===== src/rtl/tag_alloc.sv =====
// Round-robin tag allocator: offers the first free tag at or after a circular
// search pointer, tracks busy tags, their count, and a sticky bad-free error.
module tag_alloc #(
  parameter int W = 32
) (
  input  logic                       clk_i,
  input  logic                       arst_n_i,
  input  logic                       flush_i,
  input  logic                       alloc_i,
  output logic                       alloc_rdy_o,
  output logic [$clog2(W)-1:0]       alloc_tag_o,
  input  logic                       free_i,
  input  logic [$clog2(W)-1:0]       free_tag_i,
  output logic [W-1:0]               busy_o,
  output logic [$clog2(W):0]         busy_cnt_o,
  output logic                       idle_o,
  output logic                       err_o
);

  localparam int TW = $clog2(W);

  logic [W-1:0]  busy_r;
  logic [TW-1:0] ptr_r;
  logic [TW:0]   cnt_r;
  logic          err_r;

  logic          found;
  logic [TW-1:0] offer_tag;
  logic [TW-1:0] idx;
  logic          alloc_fire;
  logic          free_ok;
  logic          free_bad;
  logic [W-1:0]  busy_nxt;
  logic [TW:0]   cnt_nxt;

  // Circular search from ptr_r; TW-bit index addition wraps mod W for free.
  always_comb begin
    found     = 1'b0;
    offer_tag = '0;
    idx       = '0;
    for (int d = 0; d < W; d++) begin
      idx = ptr_r + TW'(d);
      if (!found && !busy_r[idx]) begin
        found     = 1'b1;
        offer_tag = idx;
      end
    end
  end

  assign alloc_rdy_o = found;
  assign alloc_tag_o = offer_tag;

  assign alloc_fire = alloc_i & found;
  // Free checks pre-edge state, so freeing the tag being allocated this cycle is an error.
  assign free_ok    = free_i & busy_r[free_tag_i];
  assign free_bad   = free_i & ~busy_r[free_tag_i];

  always_comb begin
    busy_nxt = busy_r;
    if (alloc_fire) busy_nxt[offer_tag] = 1'b1;
    if (free_ok)    busy_nxt[free_tag_i] = 1'b0;
    cnt_nxt = cnt_r + (TW+1)'(alloc_fire) - (TW+1)'(free_ok);
  end

  always_ff @(posedge clk_i or negedge arst_n_i) begin
    if (!arst_n_i) begin
      busy_r <= '0;
      ptr_r  <= '0;
      cnt_r  <= '0;
      err_r  <= 1'b0;
    end else if (flush_i) begin
      busy_r <= '0;
      ptr_r  <= '0;
      cnt_r  <= '0;
      err_r  <= 1'b0;
    end else begin
      busy_r <= busy_nxt;
      cnt_r  <= cnt_nxt;
      if (alloc_fire) ptr_r <= offer_tag + TW'(1);
      if (free_bad)   err_r <= 1'b1;
    end
  end

  assign busy_o     = busy_r;
  assign busy_cnt_o = cnt_r;
  assign idle_o     = (cnt_r == '0);
  assign err_o      = err_r;

endmodule


===== config.mk =====
export PLATFORM = sky130hd
export DESIGN_NAME = tag_alloc
export DESIGN_NICKNAME = d
export VERILOG_FILES = /design/src/rtl/tag_alloc.sv
export SDC_FILE = /design/constraint.sdc
export NUM_CORES = 1
export LEC_CHECK = 0
export CAP_MARGIN = 20
export CORE_MARGIN = 5
export CORE_UTILIZATION = 35
export DETAILED_ROUTE_END_ITERATION = 7
export PLACE_DENSITY = 0.63
export SLEW_MARGIN = 20
export SYNTH_ARGS = -nofsm -noshare
export SYNTH_HDL_FRONTEND = slang
export SYNTH_SLANG_ARGS = --single-unit
export TNS_END_PERCENT = 5

===== constraint.sdc =====
create_clock -name clk_i -period 6.6 [get_ports clk_i]
set_clock_uncertainty 0.2 [all_clocks]
set_input_delay 0.99 -clock clk_i [delete_from_list [all_inputs] [get_ports clk_i]]
set_output_delay 0.99 -clock clk_i [all_outputs]
set_load 0.02 [all_outputs]

# ---- Word level (Yosys, flattened, before mapping)
# Index checks and enable logic that the tools add are counted.
dict set report classes {
  muxes 142
  n_reduce_logical 97
  magnitude_cmp 36
  n_bitwise 7
  add_sub_neg 34
}
# operator count
set op_table {}
lappend op_table {{$lt A5 B6 Y1 const B} 34}
lappend op_table {{$mux W5} 34}
lappend op_table {{$bmux W1 S5} 33}
lappend op_table {{$mux W32} 3}
lappend op_table {{$add A5 B5 Y5 const B} 16}
lappend op_table {{$mux W1} 69}
lappend op_table {{$logic_not A1 Y1} 61}
lappend op_table {{$add A5 B4 Y5 const B} 8}
lappend op_table {{$logic_and A1 B1 Y1} 33}
lappend op_table {{$and A32 B32 Y32} 1}
lappend op_table {{$not A32 Y32} 1}
lappend op_table {{$or A32 B32 Y32} 1}
lappend op_table {{$add A5 B3 Y5 const B} 4}
lappend op_table {{$add A5 B1 Y5 const B} 2}
lappend op_table {{$add A5 B2 Y5 const B} 2}
lappend op_table {{$demux W1 S5} 2}
lappend op_table {{$ge A5 B1 Y1 const B} 2}
lappend op_table {{$add A6 B1 Y6} 1}
lappend op_table {{$logic_not A6 Y1} 1}
lappend op_table {{$mux W6} 1}
lappend op_table {{$sub A6 B1 Y6} 1}
lappend op_table {{$reduce_bool A2 Y1} 2}
lappend op_table {{$and A1 B1 Y1} 3}
lappend op_table {{$not A1 Y1} 1}
dict set report totals {
  word_cells 320
  inputBits 10
  output_inout_bits 46
  regBits 44
}

# ---- Logic depth before layout (Yosys ltp)
# Gate-level depths: netlist of the first run.
dict set report depth {
  word_depth 105
  mapped_depth 30
  depth_no_buf 22
}

# ---- Least setup slack after synthesis of the first run
# Ideal clock, no wire load.
dict set report synth_path {
  path_type {register -> register}
  start {register ptr_r[1]}
  end {register cnt_r[4], in the netlist busy_cnt_o[4]}
  t_required_ns 6.268
  t_arrival_ns 6.248
  path_stages_with_launch 31
  synth_period_minus_slack_ns 6.580
  setup_ns 0.132
  n_path_buf 9
  slack_ns 0.020
  path_cell_list {dfrtp_1 -> buf_6 -> buf_8 -> buf_4 -> clkbuf_1 -> inv_1 -> clkbuf_1 -> ha_1 -> buf_4 -> buf_2 -> mux4_2 -> mux4_2 -> mux2_2 -> and2_1 -> buf_6 -> nand4_2 -> nor4_1 -> and2_1 -> nand3b_1 -> and2_1 -> clkbuf_1 -> inv_1 -> ha_1 -> inv_1 -> ha_1 -> fa_1 -> a21oi_1 -> nor2_1 -> nor2_1 -> xor2_1 -> nor2_1}
}
dict set report synth_between {
  elab_chain_cells 100
  word_cells_on_any_way 223
  classes_between {33 x add/sub; 97 x mux; 1 x bitwise; 92 x reduce/logical}
}
# item line
set synth_lines {}
lappend synth_lines {{start: declaration} 23} ;# logic [TW-1:0] ptr_r;
lappend synth_lines {{start signal: assignment} 79} ;# if (alloc_fire) ptr_r <= offer_tag + TW'(1);
lappend synth_lines {{$add A5 B1 Y5} 42} ;# idx = ptr_r + TW'(d);
lappend synth_lines {{$bmux W1 S5} 43} ;# if (!found && !busy_r[idx]) begin
lappend synth_lines {{$mux W1 (not written as such)} 43}
lappend synth_lines {{$logic_not A1 Y1} 43}
lappend synth_lines {{$logic_and A1 B1 Y1} 43}
lappend synth_lines {{$mux W1} 43}
lappend synth_lines {{$logic_not A1 Y1} 43}
lappend synth_lines {{$logic_and A1 B1 Y1} 43}
lappend synth_lines {{(+85 left out)} n/a}
lappend synth_lines {{$logic_not A1 Y1} 43}
lappend synth_lines {{$logic_and A1 B1 Y1} 43}
lappend synth_lines {{$mux W1 (*)} 43}
lappend synth_lines {{via alloc_rdy_o} 10} ;# output logic alloc_rdy_o,
lappend synth_lines {{$and A1 B1 Y1 (*)} 53} ;# assign alloc_fire = alloc_i & found;
lappend synth_lines {{$add A6 B1 Y6 (*)} 62} ;# cnt_nxt = cnt_r + (TW+1)'(alloc_fire) - (TW+1)'(free_ok);
lappend synth_lines {{$sub A6 B1 Y6 (*)} 62}
lappend synth_lines {{$mux W6 (*)} 71} ;# end else if (flush_i) begin
lappend synth_lines {{end signal: assignment} 78} ;# cnt_r <= cnt_nxt;
lappend synth_lines {{end: declaration} 24} ;# logic [TW:0] cnt_r;
# Mark *: on every way through the listed nets, which the timed path passes. The rest lies on a longest branch. The select of a mux whose other input is x is not followed.
# A chain may end at the register's enable or synchronous reset.

# ---- Final worst setup path of the first run
dict set report layout_path {
  start {register ptr_r[1]}
  end {output port alloc_tag_o[4]}
}
dict set report layout_between {
  elab_chain_cells 96
  word_cells_on_any_way 250
  classes_between {31 x add/sub; 127 x mux; 92 x reduce/logical}
}
# item line
set layout_lines {}
lappend layout_lines {{$add A5 B1 Y5} 42}
lappend layout_lines {{$bmux W1 S5} 43}
lappend layout_lines {{$mux W1 (not written as such)} 43}
lappend layout_lines {{$logic_not A1 Y1} 43}
lappend layout_lines {{$logic_and A1 B1 Y1} 43}
lappend layout_lines {{$mux W1} 43}
lappend layout_lines {{$logic_not A1 Y1} 43}
lappend layout_lines {{$logic_and A1 B1 Y1} 43}
lappend layout_lines {{(+80 left out)} n/a}
lappend layout_lines {{$logic_and A1 B1 Y1} 43}
lappend layout_lines {{$mux W1} 43}
lappend layout_lines {{$logic_not A1 Y1} 43}
lappend layout_lines {{$logic_and A1 B1 Y1} 43}
lappend layout_lines {{$mux W1} 43}
lappend layout_lines {{$logic_not A1 Y1} 43}
lappend layout_lines {{$logic_and A1 B1 Y1} 43}
lappend layout_lines {{$mux W5 (*)} 43}
lappend layout_lines {{end: declaration} 11} ;# output logic [$clog2(W)-1:0] alloc_tag_o,
# Mark *: on every way between the ends. The rest lies on a longest branch, timed or not. The select of a mux whose other input is x is not followed.

==> results_dict.tcl, run 1 <==
set metrics [dict create \
    synthesis.nets 1158 \
    hold_violations 0 \
    clkLatencyLatePin_ns 0.29 \
    globalRouteTotalUtil_pct 27.02 \
    num_io_pins 56 \
    setup_viol 0 \
    worstHoldPathCells 2 \
    cts.sinks 44 \
    seqPwrFrac_pct 12.5 \
    yosysSeqAreaShare_pct 11.12 \
    post-synth-top-area-cell "mux4_2" \
    cts_buffers 5 \
    post_drt_wl_per_cell_um 27.87 \
    synth.distinct_cells 102 \
    core_um2 27860 \
    hp-class "flip-flop to flip-flop" \
    ys.flop_type "dfrtp_1" \
    clk_path_buf_depth 2 \
    status "completed" \
    switching_power_mw 1.427 \
    end_kind "output pin" \
    peakVddDrop_v 0.0002138 \
    die_area_um2 31750 \
    start_kind "flip-flop" \
    postRouteAntennaNets 0 \
    grt_setup_unrepaired "true" \
    synthCells 1122 \
    fin_crit_ns 6.515 \
    synth_edf_count 0 \
    swShare_pct 51.45 \
    grt_pass1_vias 10010 \
    async_reset_ff_share_pct 100.0 \
    rr_startpoint "ptr_r[1]" \
    die_h_um 178.2 \
    hold_buffers 0 \
    drtPass1Iterations 6 \
    fmax_ghz 0.1535 \
    via_per_inst 6.725 \
    clkSlewWorstSetupHoldPaths_ns 0.06 \
    cts_root_buf "clkbuf_16" \
    insertedDiodeCount 0 \
    ff2ff_path_depth 24 \
    grt_max_degree 53 \
    htreeDepth 2 \
    r2r_slack_ns 0.38 \
    drv_slew 0 \
    hold_start "err_o" \
    grt_pass1_wl_um 65470 \
    cpPeakStageDelay_ns 0.55 \
    hpwl_um 32860 \
    synth_top_area_share_pct 17.06 \
    synth_area_leaders "mux4_2, dfrtp_1, mux2i_1" \
    gp_congestion 1.025 \
    comb_power_share_pct 75.8 \
    cpMaxStageDelayCell "clkdlybuf4s50_1" \
    nets 1228 \
    dp_slack_ns 0.05907 \
    required_ns 5.41 \
    row_count 61 \
    r2r-end "busy_cnt_o[5]" \
    nFillCells 2791 \
    fp.dieW_um 178.2 \
    tns_ns 0 \
    wl_met3_um 3773 \
    fin_crit_sh_pct 98.70 \
    grt_overflow_total 0 \
    max-cap-violations 0 \
    highest_layer "met5" \
    yosys_register_bits 44 \
    relSlewSlack_pct 42.52 \
    p_leak_nw 4.235 \
    start_util_pct 35.54 \
    area_delta_synth_final_pct 17.40 \
    drt_iter0_markers 1203 \
    cts_tree "built" \
    critPathArrivalTime_ns 5.32 \
    crit_path_frequent_cell "buf_4" \
    wirelength_um 43790 \
    wl_met1_um 17770 \
    port_buffers 55 \
    yosysWarnings 0 \
    worst_pin_slew_ns 0.8571 \
    intPower_mw 1.346 \
    power_density_nw_per_um2 238.5 \
    clkPwrFrac_pct 11.6 \
    cp_cell_sequence "inv_1 -> buf_4 -> ha_1 -> xor2_1 -> buf_4 -> nor3_1 -> nor4_2 -> o211a_2 -> o211a_1 -> buf_4 -> nand3_1 -> or4_1 -> a21oi_1 -> o311ai_0 -> o21ai_1 -> a21o_1 -> inv_2 -> clkdlybuf4s50_1" \
    drc_errors 0 \
    synth_area_um2 9901 \
    vias 10570 \
    min_to "err_o" \
    worst_slack_ns 0.08549 \
    drive_gt1_share_pct 28.16 \
    wl_met2_um 19690 \
    cp_max_fo 14 \
    antenna_found_initial 2 \
    synth.avg_cell_area_um2 8.824 \
    crit_type "flip-flop to output pin" \
]
logic make-up after synthesis:
family / synth area share, %
AND/OR/NAND/NOR: 18.73
AO/OA/AOI/OAI: 22.10
multiplexers: 32.83
buffers and inverters: 8.012
flip-flops: 11.12
XOR/XNOR: 3.842
adder cells (fa/ha/maj): 3.362
worst max-delay path by stage:
| stage | cells after the start | to | slack (ns) | from |
|---|---|---|---|---|
| after floorplan | 30 | busy_cnt_o[4] | 0.02 | ptr_r[1] |
| after global placement | 17 | alloc_tag_o[1] | 0.03 | ptr_r[1] |
| after detailed placement | 17 | alloc_tag_o[1] | 0.06 | ptr_r[1] |
| after CTS | 18 | alloc_tag_o[2] | 0.0006 | ptr_r[1] |
| after global routing | 16 | alloc_tag_o[2] | -0.06 | ptr_r[1] |
| final | 18 | alloc_tag_o[4] | 0.09 | ptr_r[1] |
placed cells by master (no fill, tap or decap), types with 24 or more instances in the layout:
| master | instances |
|---|---|
| mux4_2 | 75 |
| nand4_1 | 27 |
| nand2_1 | 73 |
| mux2_2 | 64 |
| mux2i_1 | 76 |
| buf_4 | 109 |
| nand3_1 | 24 |
| clkdlybuf4s50_1 | 52 |
| nor3_1 | 29 |
| a211oi_1 | 26 |
| dfrtp_1 | 41 |
| nor2_1 | 69 |
| a21oi_1 | 54 |
| inv_1 | 40 |
| o21ai_0 | 34 |
worst max-delay path: cells and delay by family (launching register included):
kind / cells / cell delay, ns
AOI/OAI and AO/OA: 6 / 1.60
buffers and inverters: 6 / 1.39
and+or+nand+nor: 4 / 1.02
DFF: 1 / 0.50
adders and majority gates: 1 / 0.30
xor gates and xnor gates: 1 / 0.21
metal layers:
metal | GRT usage [%] | vias to the layer above
met4 | 10.84 | 4
met1 | 36.97 | 5166
met5 | 0 | -
li1 | - | 4569
met3 | 3.073 | 156
met2 | 43.67 | 670
power by group through the flow:
stage / Sequential (mW) / Clock (mW) / Combinational, mW
after global placement: 0.349 / 0 / 1.98
after floorplan: 0.341 / 0 / 1.32
after CTS: 0.345 / 0.328 / 2.01
after detailed placement: 0.349 / 0 / 1.98
final: 0.348 / 0.322 / 2.10
after global routing: 0.350 / 0.340 / 2.22
sequential cells by signal (all words and copies together), names as in the netlist:
| signal | count |
|---|---|
| busy_o | 32 |
| busy_cnt_o | 6 |
| ptr_r | 5 |
| err_o | 1 |
synth_stat cells, types with 6 or more instances:
cell and number:
a211o_1 7, a211oi_1 26, a21oi_1 55, a221oi_1 19, a22oi_1 15, a31oi_1 12
a41oi_1 17, and2_1 13, and3_1 11, buf_1 13, buf_2 21, buf_4 14
buf_6 11, clkbuf_1 43, dfrtp_1 44, ha_1 25, inv_1 40, mux2_2 64
mux2i_1 78, mux4_2 75, nand2_1 74, nand2b_1 8, nand3_1 24, nand4_1 27
nor2_1 71, nor2b_1 13, nor3_1 30, nor3b_1 6, nor4_1 13, o211ai_1 7
o21ai_0 35, o221ai_1 6, o22ai_1 11, o311ai_0 6, o31ai_1 9, or3_1 9
xnor2_1 26
cell type report:
| cell class | instances | area, µm² | share of cell area (%) |
|---|---|---|---|
| Clock inverter | 2 | 60.06 | 0.5167 |
| Timing Repair Buffer | 170 | 1485 | 12.78 |
| Tap cell | 378 | 473.0 | 4.069 |
| Clock buffer | 6 | 128.9 | 1.109 |
| Inverter | 45 | 168.9 | 1.453 |
| Sequential cell | 44 | 1107 | 9.526 |
| Multi-Input combinational cell | 926 | 8200 | 70.55 |
repair_timing:
item | CTS | global route
gates resized for setup | 8 | 32
buffers inserted | 8 | 3
pin swaps | 3 | 5
gates cloned | 0 | 1
setup endpoints to repair | 5 | 6
per-stage QoR:
stage / instance area (µm²) / hold slack, ns / power, mW / utilization (%) / cells
after floorplan: 9901 / 0.4021 / 1.657 / - / 1122
after global placement: 11120 / 0.2857 / 2.331 / 39.91 / 1551
after detailed placement: 11130 / 0.2941 / 2.332 / 39.96 / 1551
after CTS: 11420 / 0.3151 / 2.680 / 41.01 / 1567
after global routing: 11620 / 0.3525 / 2.909 / 41.72 / 1571
final: 11620 / 0.3293 / 2.773 / 41.72 / 1571
No activity file was read; power rests on OpenSTA's default activity.
==> inputs of run 2 (changes only) <==
- DONT_BUFFER_PORTS: default -> 1
- PLACE_DENSITY: 0.63 -> 0.61
- TNS_END_PERCENT: 5 -> default
==> results_dict.tcl, run 2 (same netlist as run 1, synthesis figures left out) <==
set metrics [dict create \
    hp-class "primary input to asynchronous set/reset pin" \
    intPower_mw 1.137 \
    wirelength_um 42030 \
    drive_gt1_share_pct 25.71 \
    max-cap-violations 0 \
    antenna_found_initial 1 \
    worst_pin_slew_ns 0.9251 \
    violations "DRC" \
    power_density_nw_per_um2 234.9 \
    hold_buffers 0 \
    cts_root_buf "clkbuf_16" \
    row_count 61 \
    start_kind "flip-flop" \
    required_ns 5.41 \
    grt_setup_unrepaired "false" \
    end_kind "output pin" \
    crit_type "flip-flop to output pin" \
    fin_crit_sh_pct 97.32 \
    drv_slew 0 \
    clk_path_buf_depth 2 \
    grt_max_degree 62 \
    area_delta_synth_final_pct 6.964 \
    insertedDiodeCount 0 \
    nets 1134 \
    core_um2 27860 \
    via_per_inst 6.892 \
    status "finished with violations" \
    cts_tree "built" \
    comb_power_share_pct 75.4 \
    vias 10170 \
    whs_ns 0.1889 \
    drt_iter0_markers 1241 \
    drc_errors 2 \
    start_util_pct 35.54 \
    drtPass1Iterations 8 \
    htreeDepth 2 \
    fmax_ghz 0.1557 \
    peakVddDrop_v 0.0001774 \
    ff2ff_path_depth 22 \
    globalRouteTotalUtil_pct 25.95 \
    swShare_pct 54.29 \
    power_mw 2.487 \
    hold_violations 0 \
    clkLatencyLatePin_ns 0.29 \
    postRouteAntennaNets 0 \
    final_cell_mix "mux2i_1, mux4_2, nand2_1" \
    gp_congestion 1.062 \
    cts.sinks 44 \
    cts_buffers 5 \
    grt_overflow_total 0 \
    tns_ns 0 \
    grt_pass1_vias 9757 \
    largest_reg_flops 32 \
    p_leak_nw 3.764 \
    hpwl_um 32110 \
    critPathArrivalTime_ns 5.23 \
    die_h_um 178.2 \
    port_buffers 0 \
    fp.dieW_um 178.2 \
    post-route-util_pct 38.01 \
    seqPwrFrac_pct 15.0 \
    clkSlewWorstSetupHoldPaths_ns 0.06 \
    switching_power_mw 1.350 \
    layout_commonest_cell "mux2i_1" \
    grt_pass1_wl_um 63460 \
    fin_crit_ns 6.423 \
    die_area_um2 31750 \
    post_drt_wl_per_cell_um 28.49 \
    num_io_pins 56 \
    clkPwrFrac_pct 9.6 \
    cp_max_fo 10 \
    relSlewSlack_pct 37.49 \
    setup_viol 0 \
]
-- run 2: cell count changes in the layout (fill, tap and decap cells not counted), moves of 2 or more --
cell	previous run	this run
ha_1	22	24
mux2i_1	76	78
ha_2	3	0
nor4_4	3	1
buf_4	109	73
mux2i_2	2	0
a2111oi_1	2	0
nor4_2	6	4
clkdlybuf4s50_1	52	0
bufinv_16	2	0
dlymetal6s2s_1	2	0
nor4_1	8	12
buf_12	3	1
-- run 2: power by group through the flow --
stage | combinational, mW | clock [mW] | sequential (mW)
global placement | 1.78 | 0 | 0.382
floorplan | 1.32 | 0 | 0.341
global route | 1.98 | 0.250 | 0.377
detailed placement | 1.78 | 0 | 0.382
CTS | 1.79 | 0.240 | 0.379
finish | 1.88 | 0.239 | 0.372
-- run 2: final cells by class --
type	instances	area (µm²)
fill	2875	17270
inverter	45	168.9
multi-input combinational	926	8122
tap	378	473.0
timing repair buffer	76	590.6
clock buffer	6	128.9
sequential	44	1107
-- run 2: per-stage QoR --
step	instances	setup slack [ns]	instance area, µm²
floorplan	1122	0.01960	9901
global placement	1459	-0.08570	10270
detailed placement	1459	0.08180	10270
CTS	1465	0.0004277	10450
global route	1475	0.03194	10590
finish	1475	0.1770	10590
-- run 2: what timing repair did --
| item | CTS | global route |
|---|---|---|
| setup buffers | 0 | 10 |
| gates resized for setup | 7 | 14 |
| endpoints found under the hold margin | 0 | 0 |
| endpoints found under the setup margin | 2 | 35 |
| pin swaps | 0 | 2 |
-- run 2: worst paths after layout --
| check | from | to | slack [ns] |
|---|---|---|---|
| max in group asynchronous | arst_n_i | ptr_r[1] | 5.90 |
| worst max register to register | ptr_r[2] | busy_cnt_o[4] | 0.44 |
| min in group clk_i | err_o | err_o | 0.45 |
| worst max-delay path | ptr_r[2] | alloc_tag_o[4] | 0.18 |
| worst min-delay path | arst_n_i | busy_cnt_o[4] | 0.19 |
| worst min register to register | err_o | err_o | 0.45 |
-- run 2: layer usage --
metal,up-vias,part of all wire [%],track usage [%]
met5,-,0.043,0
met4,2,5.6,12.66
met3,123,10,4.875
met2,646,45,40.74
met1,5014,39,34.38
li1,4380,-,-
-- run 2: worst max-delay path, cell delays in order, from the launching register on --
cell	delay (ns)
dfrtp_1	0.53
inv_1	0.29
ha_1	0.38
buf_4	0.19
mux2i_1	0.13
o22ai_1	0.27
a2111oi_0	0.13
a211oi_2	0.51
and4_2	0.47
nand2_1	0.29
or4_1	0.60
a21oi_1	0.31
o311ai_0	0.16
o21ai_1	0.30
a21o_1	0.26
inv_2	0.11
